--- config.mk ---
export PLATFORM = sky130hd
export DESIGN_NAME = fp_issue_select_flat
export DESIGN_NICKNAME = d
export VERILOG_FILES = /design/src/rtl/fp_issue_select_if.sv /design/src/rtl/fp_issue_select.sv /design/src/flat_wrapper.sv
export SDC_FILE = /design/constraint.sdc
export NUM_CORES = 1
export LEC_CHECK = 0
export ABC_AREA = 1
export BUFFER_PORTS_ARGS = -buffer_cell sky130_fd_sc_hd__buf_4
export CAP_MARGIN = 5
export CORE_AREA = 2 2 90 92
export CTS_CLUSTER_DIAMETER = 80
export DETAILED_ROUTE_END_ITERATION = 7
export DIE_AREA = 0 0 92 94
export HOLD_SLACK_MARGIN = 0.15
export PLACE_DENSITY_LB_ADDON = 0.15
export SYNTH_ARGS = -nofsm -noshare
export SYNTH_HDL_FRONTEND = slang
export SYNTH_SLANG_ARGS = --single-unit
--- constraint.sdc ---
create_clock -name clk -period 2.4 [get_ports clk]
set_input_delay 0.24 -clock clk [delete_from_list [all_inputs] [get_ports clk]]
set_output_delay 0.24 -clock clk [all_outputs]
set_load 0.005 [all_outputs]
--- src/rtl/fp_issue_select_if.sv ---
// fp_issue_select_if: issue-request handshake between the FP reservation station and the issue selector
`ifndef RS_FPU_LEN
`define SPEC_STATES 4
`define RS_FPU_LEN 32
`define RS_VALID 0
`define RS_KILLMASK `SPEC_STATES:1
`define RS_FPU_FUCLASS (`SPEC_STATES+2):(`SPEC_STATES+1)
`endif

interface fp_issue_select_if #(
    parameter int NREQ      = 2,
    parameter int ENTRY_LEN = `RS_FPU_LEN
);
    logic [NREQ*ENTRY_LEN-1:0] IssueReq_Entries;
    logic [NREQ-1:0]           IssueReq_Valid;
    logic [NREQ-1:0]           Issued_Valid;

    modport master (output IssueReq_Entries, output IssueReq_Valid, input Issued_Valid);
    modport slave  (input IssueReq_Entries, input IssueReq_Valid, output Issued_Valid);
endinterface

--- src/rtl/fp_issue_select.sv ---
// fp_issue_select: binds oldest-first RS issue requests to the two FP ports and tracks the iterative divider
`ifndef RS_FPU_LEN
`define SPEC_STATES 4
`define RS_FPU_LEN 32
`define RS_VALID 0
`define RS_KILLMASK `SPEC_STATES:1
`define RS_FPU_FUCLASS (`SPEC_STATES+2):(`SPEC_STATES+1)
`endif

module fp_issue_select #(
    parameter int NREQ      = 2,
    parameter int ENTRY_LEN = `RS_FPU_LEN,
    parameter int SPEC_W    = `SPEC_STATES,
    parameter int DIV_LAT   = 12,
    parameter int SQRT_LAT  = 16
) (
    input  logic                 clk,
    input  logic                 rst,
    input  logic                 Stall,
    input  logic                 Flush,
    input  logic                 Kill_Enable,
    input  logic                 Update_KillMask,
    input  logic [SPEC_W-1:0]    FUBR_SpecTag,
    fp_issue_select_if.slave     rs,
    output logic [ENTRY_LEN-1:0] P0_Uop,
    output logic                 P0_Valid,
    output logic [ENTRY_LEN-1:0] P1_Uop,
    output logic                 P1_Valid,
    output logic                 Div_Busy
);
    localparam int MAX_LAT = DIV_LAT > SQRT_LAT ? DIV_LAT : SQRT_LAT;
    localparam int CW = $clog2(MAX_LAT + 1);

    logic [CW-1:0]        div_cnt;
    logic [SPEC_W-1:0]    div_km;
    logic [SPEC_W-1:0]    clr_mask;
    logic [ENTRY_LEN-1:0] cur, g0_uop, g1_uop;
    logic [1:0]           cls, g1_cls;
    logic                 elig, g0, g1;
    logic [NREQ-1:0]      grant;

    assign clr_mask = Update_KillMask ? FUBR_SpecTag : '0;

    function automatic logic [ENTRY_LEN-1:0] upd(input logic [ENTRY_LEN-1:0] e, input logic [SPEC_W-1:0] m);
        upd = e;
        upd[`RS_KILLMASK] = e[`RS_KILLMASK] & ~m;
    endfunction

    function automatic logic hit(input logic [ENTRY_LEN-1:0] e, input logic en, input logic [SPEC_W-1:0] tag);
        hit = en && |(e[`RS_KILLMASK] & tag);
    endfunction

    // Oldest-first scan; each port taken at most once, younger slots may bypass blocked older ones
    always_comb begin
        g0 = 1'b0;
        g1 = 1'b0;
        g0_uop = '0;
        g1_uop = '0;
        g1_cls = '0;
        grant = '0;
        cur = '0;
        cls = '0;
        elig = 1'b0;
        for (int i = 0; i < NREQ; i++) begin
            cur = rs.IssueReq_Entries[i*ENTRY_LEN +: ENTRY_LEN];
            cls = cur[`RS_FPU_FUCLASS];
            elig = rs.IssueReq_Valid[i] && !hit(cur, Kill_Enable, FUBR_SpecTag);
            if (elig && cls == 2'd0 && !g0) begin
                g0 = 1'b1;
                g0_uop = cur;
                grant[i] = 1'b1;
            end else if (elig && cls != 2'd0 && !g1 &&
                         (cls == 2'd3 ? div_cnt != CW'(1) : div_cnt == '0)) begin
                g1 = 1'b1;
                g1_uop = cur;
                g1_cls = cls;
                grant[i] = 1'b1;
            end
        end
    end

    assign rs.Issued_Valid = (Stall || Flush || rst) ? '0 : grant;
    assign Div_Busy = div_cnt != '0;

    // Port issue latches: load on free-running edges, hold under Stall while still honouring kill/update
    always_ff @(posedge clk) begin
        if (rst || Flush) begin
            P0_Valid <= 1'b0;
            P1_Valid <= 1'b0;
            P0_Uop <= '0;
            P1_Uop <= '0;
        end else if (Stall) begin
            P0_Valid <= P0_Valid && !hit(P0_Uop, Kill_Enable, FUBR_SpecTag);
            P1_Valid <= P1_Valid && !hit(P1_Uop, Kill_Enable, FUBR_SpecTag);
            P0_Uop <= upd(P0_Uop, clr_mask);
            P1_Uop <= upd(P1_Uop, clr_mask);
        end else begin
            P0_Valid <= g0;
            P1_Valid <= g1;
            P0_Uop <= upd(g0 ? g0_uop : P0_Uop, clr_mask);
            P1_Uop <= upd(g1 ? g1_uop : P1_Uop, clr_mask);
        end
    end

    // Divider occupancy: loads on a granted FDIV/FSQRT, runs free otherwise, aborts when its uop is killed
    always_ff @(posedge clk) begin
        if (rst || Flush) begin
            div_cnt <= '0;
            div_km <= '0;
        end else if (!Stall && g1 && g1_cls != 2'd3) begin
            div_cnt <= g1_cls == 2'd1 ? CW'(DIV_LAT) : CW'(SQRT_LAT);
            div_km <= g1_uop[`RS_KILLMASK] & ~clr_mask;
        end else if (Kill_Enable && |(div_km & FUBR_SpecTag)) begin
            div_cnt <= '0;
            div_km <= '0;
        end else begin
            div_cnt <= div_cnt != '0 ? div_cnt - CW'(1) : div_cnt;
            div_km <= div_km & ~clr_mask;
        end
    end
endmodule

--- src/flat_wrapper.sv ---
// flat-port wrapper written by rule: the top's interface ports become plain ports
module fp_issue_select_flat 
#(
    parameter int NREQ      = 2,
    parameter int ENTRY_LEN = `RS_FPU_LEN,
    parameter int SPEC_W    = `SPEC_STATES,
    parameter int DIV_LAT   = 12,
    parameter int SQRT_LAT  = 16
)
  (clk, rst, Stall, Flush, Kill_Enable, Update_KillMask, FUBR_SpecTag, P0_Uop, P0_Valid, P1_Uop, P1_Valid, Div_Busy, rs_IssueReq_Entries, rs_IssueReq_Valid, rs_Issued_Valid);
  fp_issue_select_if #(.NREQ(NREQ), .ENTRY_LEN(ENTRY_LEN)) rs_i ();
  input  logic clk;
  input  logic rst;
  input  logic Stall;
  input  logic Flush;
  input  logic Kill_Enable;
  input  logic Update_KillMask;
  input  logic [SPEC_W-1:0] FUBR_SpecTag;
  output logic [ENTRY_LEN-1:0] P0_Uop;
  output logic P0_Valid;
  output logic [ENTRY_LEN-1:0] P1_Uop;
  output logic P1_Valid;
  output logic Div_Busy;
  input wire logic [$bits(rs_i.IssueReq_Entries)-1:0] rs_IssueReq_Entries;
  input wire logic [$bits(rs_i.IssueReq_Valid)-1:0] rs_IssueReq_Valid;
  output wire logic [$bits(rs_i.Issued_Valid)-1:0] rs_Issued_Valid;
  assign rs_i.IssueReq_Entries = rs_IssueReq_Entries;
  assign rs_i.IssueReq_Valid = rs_IssueReq_Valid;
  assign rs_Issued_Valid = rs_i.Issued_Valid;
  fp_issue_select #(.NREQ(NREQ), .ENTRY_LEN(ENTRY_LEN), .SPEC_W(SPEC_W), .DIV_LAT(DIV_LAT), .SQRT_LAT(SQRT_LAT)) u_core (.clk(clk), .rst(rst), .Stall(Stall), .Flush(Flush), .Kill_Enable(Kill_Enable), .Update_KillMask(Update_KillMask), .FUBR_SpecTag(FUBR_SpecTag), .rs(rs_i), .P0_Uop(P0_Uop), .P0_Valid(P0_Valid), .P1_Uop(P1_Uop), .P1_Valid(P1_Valid), .Div_Busy(Div_Busy));
endmodule
==> reports/qor.csv, run 1 <==
stage;metric;value;unit
die;fp.dieArea;8648;sq um
pwr;power;3.894;mW
detailed_routing;dr.pass1.iters;4;
timing;finalCriticalPeriod;2173;ps
timing;fin_worst_skew;11.83;ps
grt;grt_pass1_vias;3906;
detailed_routing;drt_wl_total;11210;um
synth;ys.warnings.count;0;
synth;synth_commonest_cells;nand2_1, dfxtp_1, a21oi_1, nand3_1, o21ai_1;
setup_path;cp_num_buf_inv;5;
placed_design;routabilityCongestion;0.8525;
cts;clkSinkCount;75;
setup_path;required;2160;ps
setup_path;startpoint_type;flip-flop;
setup_path;crit_path_end_kind;output port;
die;boundaryPins;145;
setup_path;crit_family;simple AND/OR/NAND/NOR gates;
synth;synthFlopType;dfxtp_1;
finish;n_antenna_cell;0;
setup_path;path_class;flip-flop to output port;
finish;stdcell_count;748;
synth;synth-seq-cells;75;
die;rows;32;
cts;post_cts_buffers;0;
synth;synth_cells;507;
placed_design;dp.cells;733;
detailed_routing;avgRoutedWirePerCell;14.98;um
synth;synth.distinct_cells;33;
finish;fin_util;65.77;%
timing;setup_ws;227.0;ps
finish;fill_cells;695;
grt;grt_pass1_wl;17960;um
timing;hold_violations;0;
detailed_routing;vias;4033;
setup_path;critPathArrivalTime;1930;ps
grt;grt_max_degree;39;
synth;yosys.area.top_type;dfxtp_1;
cts;path_clk_slew;80;ps
job;max_cap_violations;0;
synth;yosysMostFrequentCell;nand2_1;
run_status;outcome;finished, final reports clean;
detailed_routing;drc;0;
timing;setup-tns-final;0;ps
detailed_routing;viasPerCell;5.392;
synth;synth_edf_count;0;
cts;tritoncts;built;
synth;yosys.area.top_type_share;41.15;%
grt;grt_overflow;0;
setup_path;cpMostUsedCell;inv_1;
detailed_routing;ant_nets;0;
synth;avgSynthCellArea;7.196;sq um
timing;rsz0062_at_grt;no;
pwr;peakVddDrop;502.1;uV
setup_path;cp_max_fo;5;
placed_design;post-place-ws;351.6;ps
timing;worstMarginPinSlew;610.4;ps
synth;synth-seq-area-share;41.15;%
synth;synthTopCellsByArea;dfxtp_1, nand2_1, a21oi_1;
detailed_routing;drt-initial-drc-count;162;
placed_design;hpwl;8047;um
grt;grt_util_all_layers;25.84;%
synth;syn-num-nets;586;
pwr;leakage;2.243;nW
cts;cts.repair.resized;0;
cts;hold_buffers;0;
setup_path;path_cells;inv_1, ha_1, inv_1, nor2_1, nand2_1, nand2_1, o21ai_4, nand3_4, inv_2, nor2_2, inv_1, a21oi_1, buf_4;
cts;h-tree-depth;3;
cts;clk_latency;350;ps
setup_path;cpPeakStageDelay;320;ps
timing;slew_headroom;59.04;%
finish;area.growth.synth_to_final;37.14;%
synth;async_flop_share;0;%
timing;setup_viol;0;
finish;layout-drive-gt1-share;29.41;%
timing;maxSlewViolCount;0;
die;chipWidth;92;um
cts;cts_inserted_buffers;9;
cts;cts_root_buffer;clkbuf_8;
die;initial_core_util;47.96;%
hold_path;hold_class;input pin to flip-flop;
timing;fmax;0.4602;GHz
synth;mappedNetlistArea;3648;sq um
pwr;p_per_area;778.2;nW/um^2
die;die_h;94;um
setup_path;cp_slowest_cell;dfxtp_1;
timing;post-route-period-util;90.54;%
finish;nets;721;
die;coreArea;7607;sq um
placed_design;io_buffers;144;
grt;antenna_found_initial;0;
cts;cts.path.max_buffers;2;
final timing paths:
check / startpoint / to / slack, ps / depth (start not counted)
worst min-delay path: rs_IssueReq_Entries[13] / u_core.P1_Uop[13] / 170 / 3
worst max-delay path: u_core.div_cnt[1] / rs_Issued_Valid[1] / 230 / 13
worst max register to register: u_core.div_cnt[1] / u_core.P1_Uop[0] / 340 / 14
worst min register to register: u_core.P0_Uop[5] / u_core.P0_Uop[5] / 450 / 2
where the power goes:
group          internal [mW]  switching, mW  total, mW
combinational          0.593          0.848       1.44
clock                  0.579          0.460       1.04
sequential              1.34         0.0691       1.41
total                   2.52           1.38       3.89
cells by family after synthesis:
group / after synthesis / synth area share (%)
flops: 75 / 41.15
simple gates: 210 / 25.27
compound gates: 163 / 24.62
buf+inv: 52 / 6.961
xor+xnor: 4 / 0.9604
fa+ha+maj: 3 / 1.029
flip-flops by register name, summed over array words and instances, names as in the netlist:
register / cells
u_core.P1_Uop: 32
u_core.div_km: 4
u_core.P0_Valid: 1
u_core.P0_Uop: 32
u_core.div_cnt: 5
u_core.P1_Valid: 1
through the flow:
| stage | instance area, sq um | hold WS (ps) |
|---|---|---|
| finish | 5004 | 166.8 |
| global route | 5004 | 164.5 |
| CTS | 5004 | 162.1 |
| detailed placement | 4797 | 437.5 |
| global placement | 4797 | 433.1 |
| floorplan | 3649 | 399.0 |
cell type report:
type,instances,area (sq um),area share [%]
inverters,20,81.33,1.625
repair buffers,156,1184,23.66
flip-flops and latches,75,1501,30.01
multi-input cells,380,1903,38.03
clock buffers,10,127.6,2.551
well taps,102,127.6,2.551
clock inverters,5,78.83,1.575
per-layer routing:
layer / track usage (%) / share of wire (%)
met5: 0 / 0
met4: 10.95 / 1.6
met1: 29.99 / 41
met3: 6.019 / 7.7
met2: 45.71 / 50
worst min-delay path, cell delays in order:
cell and delay [ps]:
buf_4 110, nand2_1 50, a31oi_1 70
cell usage in the layout, fill, tap and decap left out, types with 6 or more instances in the layout:
cell and n:
nor2_1 21, dfxtp_1 75, a21oi_1 66, clkbuf_8 9
o21ai_1 45, o21ai_0 14, nand3_1 45, buf_4 155
inv_1 16, a31oi_1 27, nand2_1 125, a22o_1 6
Power figures use the tool's default switching activity.
==> run 2: changes to the inputs <==
--- a/config.mk
+++ b/config.mk
@@ -8,12 +8,13 @@
 export ABC_AREA = 1
 export BUFFER_PORTS_ARGS = -buffer_cell sky130_fd_sc_hd__buf_4
 export CAP_MARGIN = 5
-export CORE_AREA = 2 2 90 92
+export CORE_AREA = 2 2 95 97
 export CTS_CLUSTER_DIAMETER = 80
 export DETAILED_ROUTE_END_ITERATION = 7
-export DIE_AREA = 0 0 92 94
+export DIE_AREA = 0 0 97 99
 export HOLD_SLACK_MARGIN = 0.15
 export PLACE_DENSITY_LB_ADDON = 0.15
+export SKIP_CTS_REPAIR_TIMING = 1
 export SYNTH_ARGS = -nofsm -noshare
 export SYNTH_HDL_FRONTEND = slang
 export SYNTH_SLANG_ARGS = --single-unit
==> constraint.sdc (replaced) <==
create_clock -name clk -period 1.75 [get_ports clk]
set_input_delay 0.175 -clock clk [delete_from_list [all_inputs] [get_ports clk]]
set_output_delay 0.175 -clock clk [all_outputs]
set_load 0.005 [all_outputs]
==> run 2 against run 1 <==
The flow now finishes with violations (negative setup slack). Count of clock-buffer cells in the layout up 1. Register-to-register slack worse by 540 ps. Wire length up 20%. Cell count up 12%. Combinational power up 94%. Clock power up 45%. Critical endpoint unchanged.
==> reports/qor.csv, run 2 (synthesis results as in run 1) <==
stage;metric;value;unit
timing;maxSlewViolCount;0;
setup_path;critPathArrivalTime;1900;ps
detailed_routing;ant_nets;0;
setup_path;startpoint_type;flip-flop;
detailed_routing;drc;0;
setup_path;r2r-start;u_core.div_cnt[0];
die;initial_core_util;42.67;%
setup_path;ff2ff_setup_slack;-200;ps
detailed_routing;drt_wl_total;13430;um
grt;antenna_found_initial;0;
job;max_cap_violations;0;
die;coreArea;8551;sq um
die;chipWidth;97;um
finish;fill_cells;665;
setup_path;path_class;flip-flop to output port;
grt;grt_overflow;0;
timing;finalCriticalPeriod;2075;ps
hold_path;hold_class;input pin to flip-flop;
die;boundaryPins;145;
setup_path;rr_worst_depth;12;
setup_path;crit_path_end_kind;output port;
die;rows;34;
setup_path;critPathLaunch;u_core.div_cnt[1];
finish;area.growth.synth_to_final;67.15;%
detailed_routing;dr.pass1.iters;5;
placed_design;routabilityCongestion;0.8778;
cts;clkSinkCount;75;
setup_path;required;1570;ps
timing;worstMarginPinSlew;383.5;ps
timing;post-route-period-util;118.6;%
finish;stdcell_count;840;
detailed_routing;drt-initial-drc-count;286;
pwr;leakage;2.698;nW
pwr;p_per_area;1028;nW/um^2
setup_path;r2r-end;u_core.P1_Uop[4];
grt;grt_pass1_wl;19020;um
cts;cts_root_buffer;clkbuf_8;
placed_design;dp.cells;760;
timing;rsz0062_at_grt;yes;
grt;grt_pass1_vias;3882;
finish;final_common_cell;buf_4;
setup_path;endpoint;rs_Issued_Valid[1];
setup_path;cp_max_fo;5;
detailed_routing;viasPerCell;5.361;
cts;cts.path.max_buffers;2;
run_status;outcome;complete, but fails checks;
finish;nets;806;
timing;setup_viol;44;
detailed_routing;vias;4503;
timing;setup_ws;-325.3;ps
finish;ff_latch_area;1504;sq um
placed_design;io_buffers;144;
run_status;failed_checks;negative setup slack;
timing;hold_violations;0;
finish;most-common-layout-cells;buf_4, nand2_1, dfxtp_1, a21oi_1, dlygate4sd3_1;
finish;layout-drive-gt1-share;34.56;%
timing;slew_headroom;74.43;%
timing;fmax;0.4819;GHz
cts;clk_latency;350;ps
grt;grt_util_all_layers;24.04;%
grt;grt_max_degree;34;
finish;n_antenna_cell;0;
finish;reg.largest.list;u_core.P0_Uop: 32 flops, u_core.P1_Uop: 32 flops, u_core.div_cnt: 5 flops;
detailed_routing;avgRoutedWirePerCell;15.99;um
pwr;peakVddDrop;502.3;uV
cts;path_clk_slew;70;ps
placed_design;post-place-ws;-144.5;ps
cts;h-tree-depth;3;
placed_design;hpwl;8548;um
die;die_h;99;um
cts;cts_inserted_buffers;9;
timing;fin_worst_skew;14.53;ps
cts;tritoncts;built;
die;fp.dieArea;9603;sq um
finish;multi_input_area;2042;sq um
[run 2: cell types whose count changed in the layout (fill, tap and decap cells not counted), sizes merged]
cell / delta
dlygate4sd3: +53
clkinvlp: +1
buf: +27
inv: +2
clkinv: -2
clkbuf: +5
[run 2: power by group]
part	total, mW	internal (mW)	switching [mW]
Clock	1.51	0.851	0.664
Combinational	2.79	1.33	1.46
Sequential	1.96	1.85	0.114
[run 2: critical path: stages (launching register included)]
cell and delay, ps:
dfxtp_2 340, inv_4 80, ha_4 130, inv_2 40, nor2_4 100, nand2_2 60, nand2_2 90, o21ai_4 70
nand3_4 110, inv_4 60, nor2_4 150, inv_2 50, a21oi_2 160, buf_4 130
[run 2: through the flow]
stage	power, mW	util, %	cell area [sq um]	hold WS [ps]	TNS, ps
after global routing	6.627	71.32	6098	151.3	-12850
after floorplan	3.303	-	3649	334.0	0
after CTS	5.674	61.27	5239	93.40	-3940
final	6.268	71.32	6098	131.1	-7500
after global placement	4.140	58.62	5012	433.3	-221.2
after detailed placement	4.168	58.62	5012	434.7	-2477
[run 2: worst min-delay path by stage]
stage                                       start                end  slack [ps]  cells past startpoint
after global routing                          rst  u_core.P0_Uop[31]         150                      4
after global placement           u_core.P0_Uop[5]   u_core.P0_Uop[5]         430                      2
after CTS                 rs_IssueReq_Entries[19]  u_core.P1_Uop[19]          90                      3
final                                       Stall    u_core.P0_Valid         130                      3
after floorplan           rs_IssueReq_Entries[42]  u_core.P0_Uop[10]         330                      2
after detailed placement         u_core.P0_Uop[5]   u_core.P0_Uop[5]         430                      2
[run 2: routing by layer]
metal	wire, um	global-route usage [%]	part of all wire, %
met1	5388	30.06	40
met2	6644	42.15	49
met3	1132	5.035	8.4
met4	262	6.609	2.0
met5	0	0	0
[run 2: cell type report]
cell class                 instances  share of cell area (%)
tap                              108                   2.216
sequential                        75                   24.66
timing repair inverter             1                  0.1847
multi-input combinational        380                   33.48
inverter                          20                   1.539
timing repair buffer             240                   34.20
clock buffer                      11                   2.318
clock inverter                     5                   1.395
